## config.mk

```make
export PLATFORM = sky130hd
export DESIGN_NAME = wb_burst_sram_ctrl_flat
export DESIGN_NICKNAME = d
export VERILOG_FILES = /design/src/rtl/wb_burst_sram_ctrl_if.sv /design/src/rtl/wb_burst_sram_ctrl.sv /design/src/flat_wrapper.sv
export SDC_FILE = /design/constraint.sdc
export NUM_CORES = 1
export LEC_CHECK = 0
export CORE_MARGIN = 2
export CORE_UTILIZATION = 29
export CTS_CLUSTER_DIAMETER = 60
export DETAILED_ROUTE_END_ITERATION = 7
export HOLD_SLACK_MARGIN = 0.02
export PLACE_DENSITY = 0.89
export SLEW_MARGIN = 20
export SYNTH_ARGS = -nofsm -noshare
export SYNTH_HDL_FRONTEND = slang
export SYNTH_SLANG_ARGS = --single-unit
```

## constraint.sdc

```tcl
create_clock -name clk -period 2.1 [get_ports clk]
set_input_delay 0.315 -clock clk [delete_from_list [all_inputs] [get_ports clk]]
set_output_delay 0.315 -clock clk [all_outputs]
set_load 0.005 [all_outputs]
```

## src/rtl/wb_burst_sram_ctrl_if.sv

```systemverilog
// Wishbone B3 signal bundle between the core's external bus master and the
// burst SRAM controller. The master modport drives requests; the slave modport
// answers with data and ack/err/rty. AW is the byte-address width.
interface wb_burst_sram_ctrl_if #(
   parameter int AW = 32
);
   logic [AW-1:0] wb_adr_i;
   logic [31:0]   wb_dat_i;
   logic [3:0]    wb_sel_i;
   logic          wb_we_i;
   logic          wb_cyc_i;
   logic          wb_stb_i;
   logic [2:0]    wb_cti_i;
   logic [1:0]    wb_bte_i;
   logic [31:0]   wb_dat_o;
   logic          wb_ack_o;
   logic          wb_err_o;
   logic          wb_rty_o;

   modport master (
      output wb_adr_i, wb_dat_i, wb_sel_i, wb_we_i, wb_cyc_i, wb_stb_i,
             wb_cti_i, wb_bte_i,
      input  wb_dat_o, wb_ack_o, wb_err_o, wb_rty_o
   );

   modport slave (
      input  wb_adr_i, wb_dat_i, wb_sel_i, wb_we_i, wb_cyc_i, wb_stb_i,
             wb_cti_i, wb_bte_i,
      output wb_dat_o, wb_ack_o, wb_err_o, wb_rty_o
   );
endinterface

```

## src/rtl/wb_burst_sram_ctrl.sv

```systemverilog
// Purpose : Wishbone B3 slave (classic + CTI/BTE bursts) driving a single-port
//           synchronous SRAM with one-cycle read latency; out-of-range -> err.
// Latency : classic ack one clock after stb (2 clocks/transfer); bursts ack
//           first beat one clock after stb, then one beat per clock.
// Backpressure: master wait states (stb low, cyc high) stall the burst with no
//           ack and the pending read is reissued; cyc low aborts to IDLE.
// Ports   : clk, rst_n (async active-low); wb (slave modport of
//           wb_burst_sram_ctrl_if); sram_en/we/be/addr/wdata to the SRAM,
//           sram_rdata from it (wb_dat_o passes it straight through).
module wb_burst_sram_ctrl #(
   parameter  int MEM_WORDS = 1024,
   parameter  int AW        = 32,
   localparam int SAW       = $clog2(MEM_WORDS)
) (
   input  logic                clk,
   input  logic                rst_n,
   wb_burst_sram_ctrl_if.slave wb,
   output logic                sram_en,
   output logic                sram_we,
   output logic [3:0]          sram_be,
   output logic [SAW-1:0]      sram_addr,
   output logic [31:0]         sram_wdata,
   input  logic [31:0]         sram_rdata
);

   localparam logic [2:0]    CTI_CONST = 3'b001;
   localparam logic [2:0]    CTI_INCR  = 3'b010;
   localparam logic [2:0]    CTI_EOB   = 3'b111;
   localparam logic [AW-3:0] MEM_LIMIT = (AW-2)'(MEM_WORDS);

   typedef enum logic [1:0] {
      IDLE   = 2'd0,
      SINGLE = 2'd1,
      BURST  = 2'd2,
      ERR    = 2'd3
   } state_t;

   state_t        state_q, state_d;
   // One extra MSB so a linear burst running past the top word is visible
   // as out of range instead of silently wrapping to word 0.
   logic [SAW:0]  cnt_q, cnt_d;
   // Direction is latched at acceptance so wait-state cycles, where the
   // master's we may be meaningless, still behave as the burst requires.
   logic          we_q, we_d;

   logic [AW-3:0] idx;
   logic          idx_in_range;
   logic          cnt_in_range;
   logic          beat;
   logic [SAW:0]  cnt_nxt;

   logic          ack_c, err_c, en_c, we_c;
   logic [SAW-1:0] addr_c;

   logic          unused_adr_lsb;
   assign unused_adr_lsb = &{1'b0, wb.wb_adr_i[1:0]};

   assign idx          = wb.wb_adr_i[AW-1:2];
   assign idx_in_range = (idx < MEM_LIMIT);
   assign cnt_in_range = ~cnt_q[SAW];
   assign beat         = wb.wb_cyc_i & wb.wb_stb_i;

   // Address of the beat after cnt. Constant bursts stay put, linear ones
   // step by one, wrap-N bursts step only the low log2(N) bits.
   function automatic logic [SAW:0] next_addr(input logic [SAW:0] c,
                                              input logic [2:0]   cti,
                                              input logic [1:0]   bte);
      logic [SAW:0] inc;
      logic [SAW:0] r;
      inc = c + (SAW+1)'(1);
      r   = inc;
      if (cti == CTI_CONST) begin
         r = c;
      end else begin
         case (bte)
            2'b00:   r = inc;
            2'b01:   r = {c[SAW:2], inc[1:0]};
            2'b10:   r = {c[SAW:3], inc[2:0]};
            default: r = {c[SAW:4], inc[3:0]};
         endcase
      end
      return r;
   endfunction

   assign cnt_nxt = next_addr(cnt_q, wb.wb_cti_i, wb.wb_bte_i);

   // Bus and SRAM strobes are decoded from the registered state and the
   // live request: the SRAM read must launch in the acceptance cycle and
   // burst acks follow stb in the same cycle, so registering them would
   // cost a clock per beat.
   always_comb begin
      state_d = state_q;
      cnt_d   = cnt_q;
      we_d    = we_q;
      ack_c   = 1'b0;
      err_c   = 1'b0;
      en_c    = 1'b0;
      we_c    = 1'b0;
      addr_c  = cnt_q[SAW-1:0];

      case (state_q)
         IDLE: begin
            if (beat) begin
               cnt_d = idx[SAW:0];
               we_d  = wb.wb_we_i;
               if (!idx_in_range) begin
                  state_d = ERR;
               end else begin
                  if (wb.wb_cti_i == CTI_CONST || wb.wb_cti_i == CTI_INCR) begin
                     state_d = BURST;
                  end else begin
                     state_d = SINGLE;
                  end
                  // Launch the read now so data is on sram_rdata for the ack.
                  if (!wb.wb_we_i) begin
                     en_c   = 1'b1;
                     addr_c = idx[SAW-1:0];
                  end
               end
            end
         end

         SINGLE: begin
            state_d = IDLE;
            if (wb.wb_cyc_i) begin
               ack_c = 1'b1;
               if (we_q) begin
                  en_c = 1'b1;
                  we_c = 1'b1;
               end
            end
         end

         ERR: begin
            state_d = IDLE;
            err_c   = wb.wb_cyc_i;
         end

         BURST: begin
            if (!wb.wb_cyc_i) begin
               state_d = IDLE;
            end else begin
               if (beat && cnt_in_range) begin
                  ack_c = 1'b1;
                  cnt_d = cnt_nxt;
                  if (wb.wb_cti_i == CTI_EOB) begin
                     state_d = IDLE;
                  end
               end
               if (beat && !cnt_in_range) begin
                  err_c   = 1'b1;
                  state_d = IDLE;
               end
               if (we_q) begin
                  en_c = ack_c;
                  we_c = ack_c;
               end else begin
                  // Read ahead: on an ack fetch the following beat's word,
                  // otherwise refetch the pending one so a wait state
                  // neither skips nor repeats a word.
                  en_c   = 1'b1;
                  addr_c = ack_c ? cnt_nxt[SAW-1:0] : cnt_q[SAW-1:0];
               end
            end
         end

         default: begin
            state_d = IDLE;
         end
      endcase
   end

   always_ff @(posedge clk or negedge rst_n) begin
      if (!rst_n) begin
         state_q <= IDLE;
         cnt_q   <= '0;
         we_q    <= 1'b0;
      end else begin
         state_q <= state_d;
         cnt_q   <= cnt_d;
         we_q    <= we_d;
      end
   end

   // Gating with rst_n makes reset take effect within the cycle it is
   // asserted, so a write in flight when reset hits never reaches the SRAM.
   assign wb.wb_ack_o = rst_n & ack_c;
   assign wb.wb_err_o = rst_n & err_c;
   assign wb.wb_rty_o = 1'b0;
   assign wb.wb_dat_o = sram_rdata;

   assign sram_en    = rst_n & en_c;
   assign sram_we    = rst_n & we_c;
   assign sram_be    = wb.wb_sel_i;
   assign sram_addr  = addr_c;
   assign sram_wdata = wb.wb_dat_i;

endmodule

```

## src/flat_wrapper.sv

```systemverilog
// flat-port wrapper written by rule: the top's interface ports become plain ports
module wb_burst_sram_ctrl_flat 
#(
   parameter  int MEM_WORDS = 1024,
   parameter  int AW        = 32,
   localparam int SAW       = $clog2(MEM_WORDS)
)
  (clk, rst_n, sram_en, sram_we, sram_be, sram_addr, sram_wdata, sram_rdata, wb_wb_adr_i, wb_wb_dat_i, wb_wb_sel_i, wb_wb_we_i, wb_wb_cyc_i, wb_wb_stb_i, wb_wb_cti_i, wb_wb_bte_i, wb_wb_dat_o, wb_wb_ack_o, wb_wb_err_o, wb_wb_rty_o);
  wb_burst_sram_ctrl_if #(.AW(AW)) wb_i ();
  input  logic clk;
  input  logic rst_n;
  output logic sram_en;
  output logic sram_we;
  output logic [3:0] sram_be;
  output logic [SAW-1:0] sram_addr;
  output logic [31:0] sram_wdata;
  input  logic [31:0] sram_rdata;
  input wire logic [$bits(wb_i.wb_adr_i)-1:0] wb_wb_adr_i;
  input wire logic [$bits(wb_i.wb_dat_i)-1:0] wb_wb_dat_i;
  input wire logic [$bits(wb_i.wb_sel_i)-1:0] wb_wb_sel_i;
  input wire logic [$bits(wb_i.wb_we_i)-1:0] wb_wb_we_i;
  input wire logic [$bits(wb_i.wb_cyc_i)-1:0] wb_wb_cyc_i;
  input wire logic [$bits(wb_i.wb_stb_i)-1:0] wb_wb_stb_i;
  input wire logic [$bits(wb_i.wb_cti_i)-1:0] wb_wb_cti_i;
  input wire logic [$bits(wb_i.wb_bte_i)-1:0] wb_wb_bte_i;
  output wire logic [$bits(wb_i.wb_dat_o)-1:0] wb_wb_dat_o;
  output wire logic [$bits(wb_i.wb_ack_o)-1:0] wb_wb_ack_o;
  output wire logic [$bits(wb_i.wb_err_o)-1:0] wb_wb_err_o;
  output wire logic [$bits(wb_i.wb_rty_o)-1:0] wb_wb_rty_o;
  assign wb_i.wb_adr_i = wb_wb_adr_i;
  assign wb_i.wb_dat_i = wb_wb_dat_i;
  assign wb_i.wb_sel_i = wb_wb_sel_i;
  assign wb_i.wb_we_i = wb_wb_we_i;
  assign wb_i.wb_cyc_i = wb_wb_cyc_i;
  assign wb_i.wb_stb_i = wb_wb_stb_i;
  assign wb_i.wb_cti_i = wb_wb_cti_i;
  assign wb_i.wb_bte_i = wb_wb_bte_i;
  assign wb_wb_dat_o = wb_i.wb_dat_o;
  assign wb_wb_ack_o = wb_i.wb_ack_o;
  assign wb_wb_err_o = wb_i.wb_err_o;
  assign wb_wb_rty_o = wb_i.wb_rty_o;
  wb_burst_sram_ctrl #(.MEM_WORDS(MEM_WORDS), .AW(AW)) u_core (.clk(clk), .rst_n(rst_n), .wb(wb_i), .sram_en(sram_en), .sram_we(sram_we), .sram_be(sram_be), .sram_addr(sram_addr), .sram_wdata(sram_wdata), .sram_rdata(sram_rdata));
endmodule
```

==> results.toml, run 1 <==
[power_and_ir_drop]
ir_worst_vdd_mv = 0.369
p_leak_uw = 0.00134
power_density_nw_per_um2 = 1080
total_power_uw = 3460

[sta]
fin_crit_ps = 2380
final-max-slew-violation-count = 0
whs_ps = 433
maxClockFrequency_mhz = 419
min_period_over_period_pct = 114
fin_tns_setup_ps = -1930
finClkSkew_ps = 0.723
setup_ws_ps = -284
rsz0062_at_grt = "yes"
hold_viol_final = 0
setup_violations = 11

[cts]
cts.clk_slew.worst_paths_ps = 60
clkLatencyLatePin_ps = 260
cts-root-buf = "clkbuf_8"
cts_tree = "done"
cts_buffer_depth = 2
cts.sinks = 14
cts_hold_buf = 0
htree_num_levels = 1
numCtsBuffers = 3

[yosys]
synth-seq-area-share_pct = 16.3
synth_area_um2 = 2150
yosysWarningCount = 0
yosysUniqueCellTypes = 56
synth_nets = 386
syn_avg_cell_area_um2 = 7.92
async_flop_share_pct = 100
ys_ff_latch = 14
synth-main-ff-cell = "dfrtp_1"
synth-edff-count = 0
synthCells = 271

[finish]
drive_above_1_share_pct = 50.3
nets = 453
final_util_pct = 44.2
num_antenna_cells = 0
area_growth_pct = 48.7
design_area_um2 = 3190

[detailed_routing]
drc_errors = 0
drt-wirelength-per-cell_um = 18.5
drt_iter0_drc = 210
via_count = 2336
wirelength_um = 8070
vias_per_cell = 5.37
first_pass_iters = 4
ant_nets = 0

[floorplan]
die_h_um = 90.0
io_pins = 193
die_w_um = 90.0
start_util_pct = 29.7
dieArea_um2 = 8100
coreArea_um2 = 7210
rows = 31

[global_routing]
grt_pass1_wl_um = 12900
grt_pass1_vias = 2612
grt_max_degree = 9
grt_usage_pct = 19.5
grt_overflow = 0
antenna_found_initial = 0

[critical_path]
path_common_cell = "buf_6"
cpMaxStageDelayCell = "nor4_4"
cp-end-kind = "output port"
worstPathCellList = "buf_6 -> nor4_4 -> nand3_4 -> buf_6 -> nor4_4 -> buf_4 -> buf_6 -> nor2_1 -> a221o_1 -> buf_2"
critPathArrivalTime_ps = 2070
required_ps = 1780
critPathLaunchType = "input port"
cpPeakStageDelay_ps = 370
cp_max_fo = 3
path_class = "in -> out"

[run_status]
status = "finished with violations"
violations = "negative setup slack"

[placement]
portBuffers = 53
dp_hpwl_um = 5220
gp_congestion = 0.877
placed_area_um2 = 2750

[worst_hold_path]
holdCritPathClass = "in -> reg"

[flow_run]
max-cap-violations = 0
==> through the flow <==
| step | instances | setup WS [ps] |
|---|---|---|
| 2_1_floorplan | 271 | -79.5 |
| 3_3_place_gp | 409 | -833 |
| 3_5_place_dp | 409 | -875 |
| 4_1_cts | 432 | -193 |
| 5_1_grt | 435 | -367 |
| 6_report | 435 | -284 |
==> registers in the layout (all words and copies together), names as in the netlist <==
name and cells:
u_core.state_q 2, u_core.cnt_q 11, u_core.we_q 1
==> final cells by class <==
type	instances	area (um2)
repair buffers	143	1210
flip-flops and latches	14	350
fillers	674	4020
multi-input cells	170	1440
inverters	6	22.5
clock buffers	3	41.3
well taps	99	124
==> what timing repair did <==
item                       CTS  global route
pin swaps                   37             9
gates resized for setup    185            13
setup buffers               21             3
hold endpoints to repair     0             0
setup endpoints to repair   14            21
==> worst paths after layout <==
kind | start | endpoint | slack, ps | cells past startpoint
worst min register to register | u_core.cnt_q[9]$_DFFE_PN0P_ | u_core.cnt_q[9]$_DFFE_PN0P_ | 630 | 1
min in group asynchronous | rst_n | u_core.cnt_q[7]$_DFFE_PN0P_ | 450 | 2
worst max-delay path | wb_wb_adr_i[20] | sram_addr[8] | -280 | 10
worst max register to register | u_core.state_q[1]$_DFFE_PN0P_ | u_core.cnt_q[6]$_DFFE_PN0P_ | 100 | 10
worst min-delay path | wb_wb_adr_i[12] | u_core.cnt_q[10]$_DFFE_PN0P_ | 430 | 4
max in group asynchronous | rst_n | u_core.state_q[1]$_DFFE_PN0P_ | 1460 | 3
==> power breakdown <==
| group | switching, uW | internal, uW |
|---|---|---|
| sequential | 128 | 404 |
| combinational | 1340 | 1350 |
| clock | 116 | 128 |
| total | 1580 | 1880 |
==> routing by layer <==
metal	share of wire [%]	global-route usage (%)	wire, um	vias to the layer above
met5	0	0	0	-
li1	-	-	-	1031
met3	7.6	5.20	615	51
met1	35	19.4	2790	1125
met4	4.8	13.2	386	0
met2	53	35.3	4270	129
==> synthesized netlist by cell type (all sizes together) (6+ instances only) <==
| cell type | count | area share, % |
|---|---|---|
| and2 | 6 | 1.7 |
| clkbuf | 9 | 1.6 |
| a31oi | 6 | 1.7 |
| mux2i | 6 | 2.8 |
| nor2 | 11 | 1.9 |
| nand3 | 8 | 2.4 |
| o22ai | 6 | 1.7 |
| nand2 | 24 | 4.2 |
| buf | 72 | 25 |
| a21oi | 15 | 3.5 |
| o21ai | 10 | 2.3 |
| dfrtp | 14 | 16 |
| inv | 6 | 1.0 |
| nor4 | 10 | 6.7 |
==> critical path, delay by kind of cell <==
kind,cells,cell delay [ps]
AND/OR/NAND/NOR,4,810
AO/OA/AOI/OAI,1,280
buffers and inverters,5,660
==> kinds of logic after synthesis <==
group,count (synthesis),synth area share [%]
AND/OR/NAND/NOR,88,27.3
buffers and inverters,87,27.3
AO/OA/AOI/OAI,61,18.9
flip-flops,14,16.3
multiplexers,9,4.55
XOR/XNOR,6,2.45
adder cells (fa/ha/maj),5,2.92
other,1,0.175
==> layout by cell type, fill, tap and decap left out, types with 3 or more instances in the layout <==
master            n
buf_4            71
buf_6            26
nand2_1          20
buf_2            17
dfrtp_1          14
a21oi_1          13
nor2_1           11
clkdlybuf4s50_1  11
nor4_4            9
o21ai_0           7
dlygate4sd2_1     7
and2_1            6
a31oi_1           6
o22ai_1           6
clkdlybuf4s15_1   6
a22oi_1           5
mux2i_1           5
nand4_1           4
nand2_2           4
inv_1             4
nand3_1           4
o211ai_1          4
xnor2_1           3
xor2_1            3
nand2b_1          3
o21ai_1           3
clkbuf_8          3
Power figures use the tool's default switching activity.
==> inputs of run 2 (changes only) <==
Settings changed: CORE_AREA set to 2 2 76 78, CORE_MARGIN 2 to not set, CORE_UTILIZATION 29 to not set, DIE_AREA set to 0 0 78 80, DONT_BUFFER_PORTS set to 1, PLACE_DENSITY 0.89 to 0.66.
==> run 2 against run 1 <==
Effect of this change:
- the flow still finishes with violations (negative setup slack)
- first-iteration DRC count shrank 28%
- flip-flop and latch count stayed put
- total power is 21% lower
- register-to-register slack improved by 100 ps
- clock power is 14% higher
- count of clock-buffer cells in the layout increased by 1
- die area down 23%
- critical path depth decreased by 3
- largest cell class unchanged
- highest routed layer unchanged
==> results.toml, run 2 (synthesis gave the netlist of run 1 again) <==
[run_status]
status = "finished with violations"
violations = "negative setup slack"

[finish]
largest_register_ff_count = 11
final_cell_count_no_fill = 301
layout_commonest_cell = "buf_4"
area_growth_pct = 0.0000932
num_antenna_cells = 0
drive_above_1_share_pct = 34.9
nets = 345
layout_common_cells = "buf_4, nand2_1, a21oi_1"
final_util_pct = 39.7
reg_top3 = "u_core.cnt_q: 11 flops, u_core.state_q: 2 flops, u_core.we_q: 1 flops"
design_area_um2 = 2150
top_register = "u_core.cnt_q"

[detailed_routing]
ant_nets = 0
wirelength_um = 5560
drt-wirelength-per-cell_um = 18.5
via_count = 1784
drc_errors = 0
first_pass_iters = 4
drt_iter0_drc = 152
vias_per_cell = 5.93

[critical_path]
timing.critical_path.to = "sram_addr[5]"
r2r_end = "u_core.cnt_q[9]$_DFFE_PN0P_"
r2r_slack_ps = 200
cpMaxStageDelayCell = "dfrtp_1"
r2r_start = "u_core.state_q[1]$_DFFE_PN0P_"
path_delay_family = "simple AND/OR/NAND/NOR gates"
path_class = "reg -> out"
critPathLaunchType = "flip-flop"
critPathArrivalTime_ps = 1810
cp_max_fo = 6
worstPathCellList = "inv_2 -> ha_4 -> nand3_4 -> nor4_4 -> buf_4 -> a22oi_1 -> nand2_1"
path_depth = 7
cp-end-kind = "output port"
setup.worst_path.start = "u_core.state_q[1]$_DFFE_PN0P_"
cpPeakStageDelay_ps = 430
path_buf_inv = 2
reg2reg_depth = 7
required_ps = 1780

[floorplan]
dieArea_um2 = 6240
coreArea_um2 = 5410
rows = 27
die_h_um = 80
io_pins = 193
die_w_um = 78
start_util_pct = 39.7

[cts]
cts-root-buf = "clkbuf_8"
cts.clk_slew.worst_paths_ps = 60
clkLatencyLatePin_ps = 250
htree_num_levels = 1
cts_buffer_depth = 2
cts.sinks = 14
numCtsBuffers = 3
cts_tree = "done"

[sta]
tightest_slew_ps = 695
setup_violations = 2
hold_viol_final = 0
setup_ws_ps = -26.6
finClkSkew_ps = 2.11
slew_headroom_pct = 53.5
fin_crit_ps = 2130
maxClockFrequency_mhz = 470
final-max-slew-violation-count = 0
min_period_over_period_pct = 101
rsz0062_at_grt = "yes"

[placement]
portBuffers = 0
placed_cells = 285
gp_congestion = 0.843
post-place-ws_ps = 47.1
dp_hpwl_um = 4140
placed_area_um2 = 1840

[power_and_ir_drop]
p_leak_uw = 0.000772
total_power_uw = 2740
power_density_nw_per_um2 = 1280
ir_worst_vdd_mv = 0.434

[flow_run]
max-cap-violations = 0

[global_routing]
grt_pass1_vias = 1699
grt_pass1_wl_um = 8400
antenna_found_initial = 0
grt_overflow = 0
grt_max_degree = 17
grt_usage_pct = 16.9

[worst_hold_path]
holdCritPathClass = "in -> reg"
run 2: cell count changes in the layout (fill, tap and decap cells not counted), moves of 2 or more:
cell / previous run / this run
clkdlybuf4s15_1: 6 / 0
a211o_4: 2 / 0
buf_6: 26 / 1
clkdlybuf4s50_1: 11 / 0
buf_4: 71 / 33
buf_2: 17 / 0
buf_12: 2 / 0
nor4_4: 9 / 6
a21oi_1: 13 / 15
a21oi_2: 2 / 0
ha_2: 2 / 0
dlygate4sd2_1: 7 / 0
ha_1: 1 / 3
nor4_2: 1 / 3
run 2: routing by layer:
layer / wire length (um) / vias to the layer above / part of all wire, % / track usage (%)
met5: 0 / - / 0 / 0
met4: 170 / 0 / 3.1 / 7.89
met3: 483 / 29 / 8.7 / 4.86
met2: 2870 / 78 / 52 / 30.3
met1: 2040 / 854 / 37 / 18.3
li1: - / 823 / - / -
run 2: layout make-up:
cell class,count,area [um2]
clock buffers,4,55.1
fillers,559,3260
inverters,6,26.3
multi-input cells,170,1350
flip-flops and latches,14,352
well taps,72,90.1
repair buffers,35,269
run 2: how the worst min path moves through the flow:
stage	from	to	slack (ps)	cells after the start
floorplan	rst_n	u_core.cnt_q[0]$_DFFE_PN0P_	20	0
global placement	rst_n	u_core.cnt_q[1]$_DFFE_PN0P_	20	0
detailed placement	rst_n	u_core.cnt_q[0]$_DFFE_PN0P_	20	0
CTS	wb_wb_we_i	u_core.we_q$_DFFE_PN0P_	210	1
global route	wb_wb_we_i	u_core.we_q$_DFFE_PN0P_	220	1
finish	wb_wb_we_i	u_core.we_q$_DFFE_PN0P_	210	1
run 2: report_power, final:
| group | switching [uW] | internal (uW) |
|---|---|---|
| clock network | 111 | 167 |
| logic | 1040 | 891 |
| registers | 133 | 406 |
| total | 1280 | 1460 |
run 2: what timing repair did:
action	4_1_cts	5_1_grt
setup buffers	3	8
hold endpoints to repair	14	0
pin swaps	4	10
gates resized for setup	11	19
hold buffers	1	0
setup endpoints to repair	11	12
run 2: through the flow:
step	setup TNS [ps]	hold WS, ps
floorplan	-79.5	19.4
global placement	0	20.2
detailed placement	0	20.1
CTS	-69.7	210
global route	-308	219
finish	-38.7	214
==> inputs of run 3 (changes only) <==
Settings changed: REMOVE_ABC_BUFFERS set to 1.
==> run 3 against run 2 <==
Effect of this change:
- the flow still finishes with violations (negative setup slack)
- fmax down 1.2%
- core utilization up 1.7 points
- global-route usage up 21 points
- first-iteration DRC count fell by 15%
- worst hold slack got worse by 4.9 ps
- flip-flop and latch count unchanged
- combinational power up 3%
- register-to-register slack got worse by 150 ps
- critical path type unchanged
- highest routed layer unchanged
==> results.toml, run 3 (synthesis gave the netlist of run 1 again) <==
[run_status]
status = "finished with violations"
violations = "negative setup slack"

[critical_path]
critPathLaunchType = "flip-flop"
timing.critical_path.to = "sram_addr[4]"
cpPeakStageDelay_ps = 410
path_buf_inv = 1
worstPathCellList = "or3b_4 -> buf_4 -> nor4_4 -> xor2_1 -> a22oi_1 -> nand2_1"
cp_max_fo = 2
r2r_slack_ps = 50
r2r_start = "u_core.cnt_q[3]$_DFFE_PN0P_"
reg2reg_depth = 11
path_delay_family = "simple AND/OR/NAND/NOR gates"
critPathArrivalTime_ps = 1840
cp-end-kind = "output port"
setup.worst_path.start = "u_core.cnt_q[3]$_DFFE_PN0P_"
path_class = "reg -> out"
r2r_end = "u_core.cnt_q[10]$_DFFE_PN0P_"
required_ps = 1780
path_depth = 6
cpMaxStageDelayCell = "or3b_4"

[floorplan]
io_pins = 193
coreArea_um2 = 5410
die_h_um = 80
die_w_um = 78
rows = 27
dieArea_um2 = 6240
start_util_pct = 39.7

[flow_run]
max-cap-violations = 0

[worst_hold_path]
holdCritPathClass = "in -> reg"
hold_depth = 1

[detailed_routing]
wirelength_um = 12300
drt-wirelength-per-cell_um = 39.9
ant_nets = 0
drc_errors = 0
vias_per_cell = 6.42
first_pass_iters = 4
via_count = 1983
drt_iter0_drc = 129

[sta]
tightest_slew_ps = 739
min_period_over_period_pct = 103
setup_ws_ps = -52.9
fin_tns_setup_ps = -153
setup_violations = 5
final-max-slew-violation-count = 0
maxClockFrequency_mhz = 464
fin_crit_ps = 2150
hold_viol_final = 0
finClkSkew_ps = 0.477
slew_headroom_pct = 50.6
rsz0062_at_grt = "yes"

[global_routing]
grt_max_degree = 15
antenna_found_initial = 0
gr-usage-met2_pct = 63.5
grt_usage_pct = 37.7
grt_overflow = 0
grt_pass1_vias = 1780
use_met1_pct = 24.0
grt.busiest_layer = "met2"
grt_pass1_wl_um = 15600
grt.met3_usage_pct = 39.7

[cts]
cts-root-buf = "clkbuf_8"
cts_tree = "done"
htree_num_levels = 1
cts.clk_slew.worst_paths_ps = 60
cts_buffer_depth = 2
cts.sinks = 14
numCtsBuffers = 3
clkLatencyLatePin_ps = 250

[finish]
fillCellCount = 552
top_register = "u_core.cnt_q"
reg_top3 = "u_core.cnt_q: 11 flops, u_core.state_q: 2 flops, u_core.we_q: 1 flops"
layout_common_cells = "buf_4, nand2_1, a21oi_1"
largest_register_ff_count = 11
num_antenna_cells = 0
layout_commonest_cell = "buf_4"
final_util_pct = 41.4
regArea_um2 = 353
final_cell_count_no_fill = 309
nets = 354
multi_input_area_um2 = 1400
area_growth_pct = 4.32
drive_above_1_share_pct = 38.4

[placement]
dp_hpwl_um = 10500
portBuffers = 0
gp_congestion = 1.01
placed_cells = 284

[power_and_ir_drop]
p_leak_uw = 0.000839
ir_worst_vdd_mv = 0.681
power_density_nw_per_um2 = 1240
total_power_uw = 2770
run 3: cell count changes in the layout (fill, tap and decap cells not counted), moves of 2 or more:
cell     change
nand2_4      +2
nand2_2      -2
nor3b_2      -2
buf_4       +10
run 3: cell type report:
class / instances / share of cell area, %
inverter: 6 / 1.01
sequential: 14 / 15.8
clock buffer: 3 / 1.84
timing repair buffer: 44 / 14.9
multi-input combinational: 170 / 62.5
tap: 72 / 4.02
run 3: worst min-delay path by stage:
stage	start	to	slack [ps]
floorplan	rst_n	u_core.cnt_q[0]$_DFFE_PN0P_	20
global placement	rst_n	u_core.cnt_q[9]$_DFFE_PN0P_	20
detailed placement	rst_n	u_core.cnt_q[9]$_DFFE_PN0P_	20
CTS	wb_wb_we_i	u_core.we_q$_DFFE_PN0P_	210
global route	wb_wb_we_i	u_core.we_q$_DFFE_PN0P_	210
finish	wb_wb_we_i	u_core.we_q$_DFFE_PN0P_	210
run 3: per-layer routing:
layer	routed length (um)	up-vias
met4	1010	0
met5	0	-
met1	2580	886
met2	5810	218
met3	2940	47
li1	-	832
run 3: report_power, final:
group | switching [uW] | total (uW) | internal [uW] | leakage, uW
clock | 107 | 235 | 128 | 0.0000216
combinational | 1070 | 1980 | 914 | 0.000660
sequential | 146 | 554 | 408 | 0.000157
total | 1320 | 2770 | 1450 | 0.000839
run 3: what timing repair did:
action	CTS	global route
setup buffers	12	9
setup endpoints to repair	9	13
hold buffers	1	0
hold endpoints to repair	14	0
gates resized for setup	18	21
pin swaps	10	16
run 3: per-stage QoR:
step | area, um2 | hold slack [ps] | setup slack (ps)
after floorplan | 1580 | 19.4 | -316
after global placement | 1840 | 20.1 | 6.10
after detailed placement | 1840 | 20.1 | -13.6
after CTS | 2060 | 213 | -77.2
after global routing | 2240 | 213 | -159
final | 2240 | 209 | -52.9
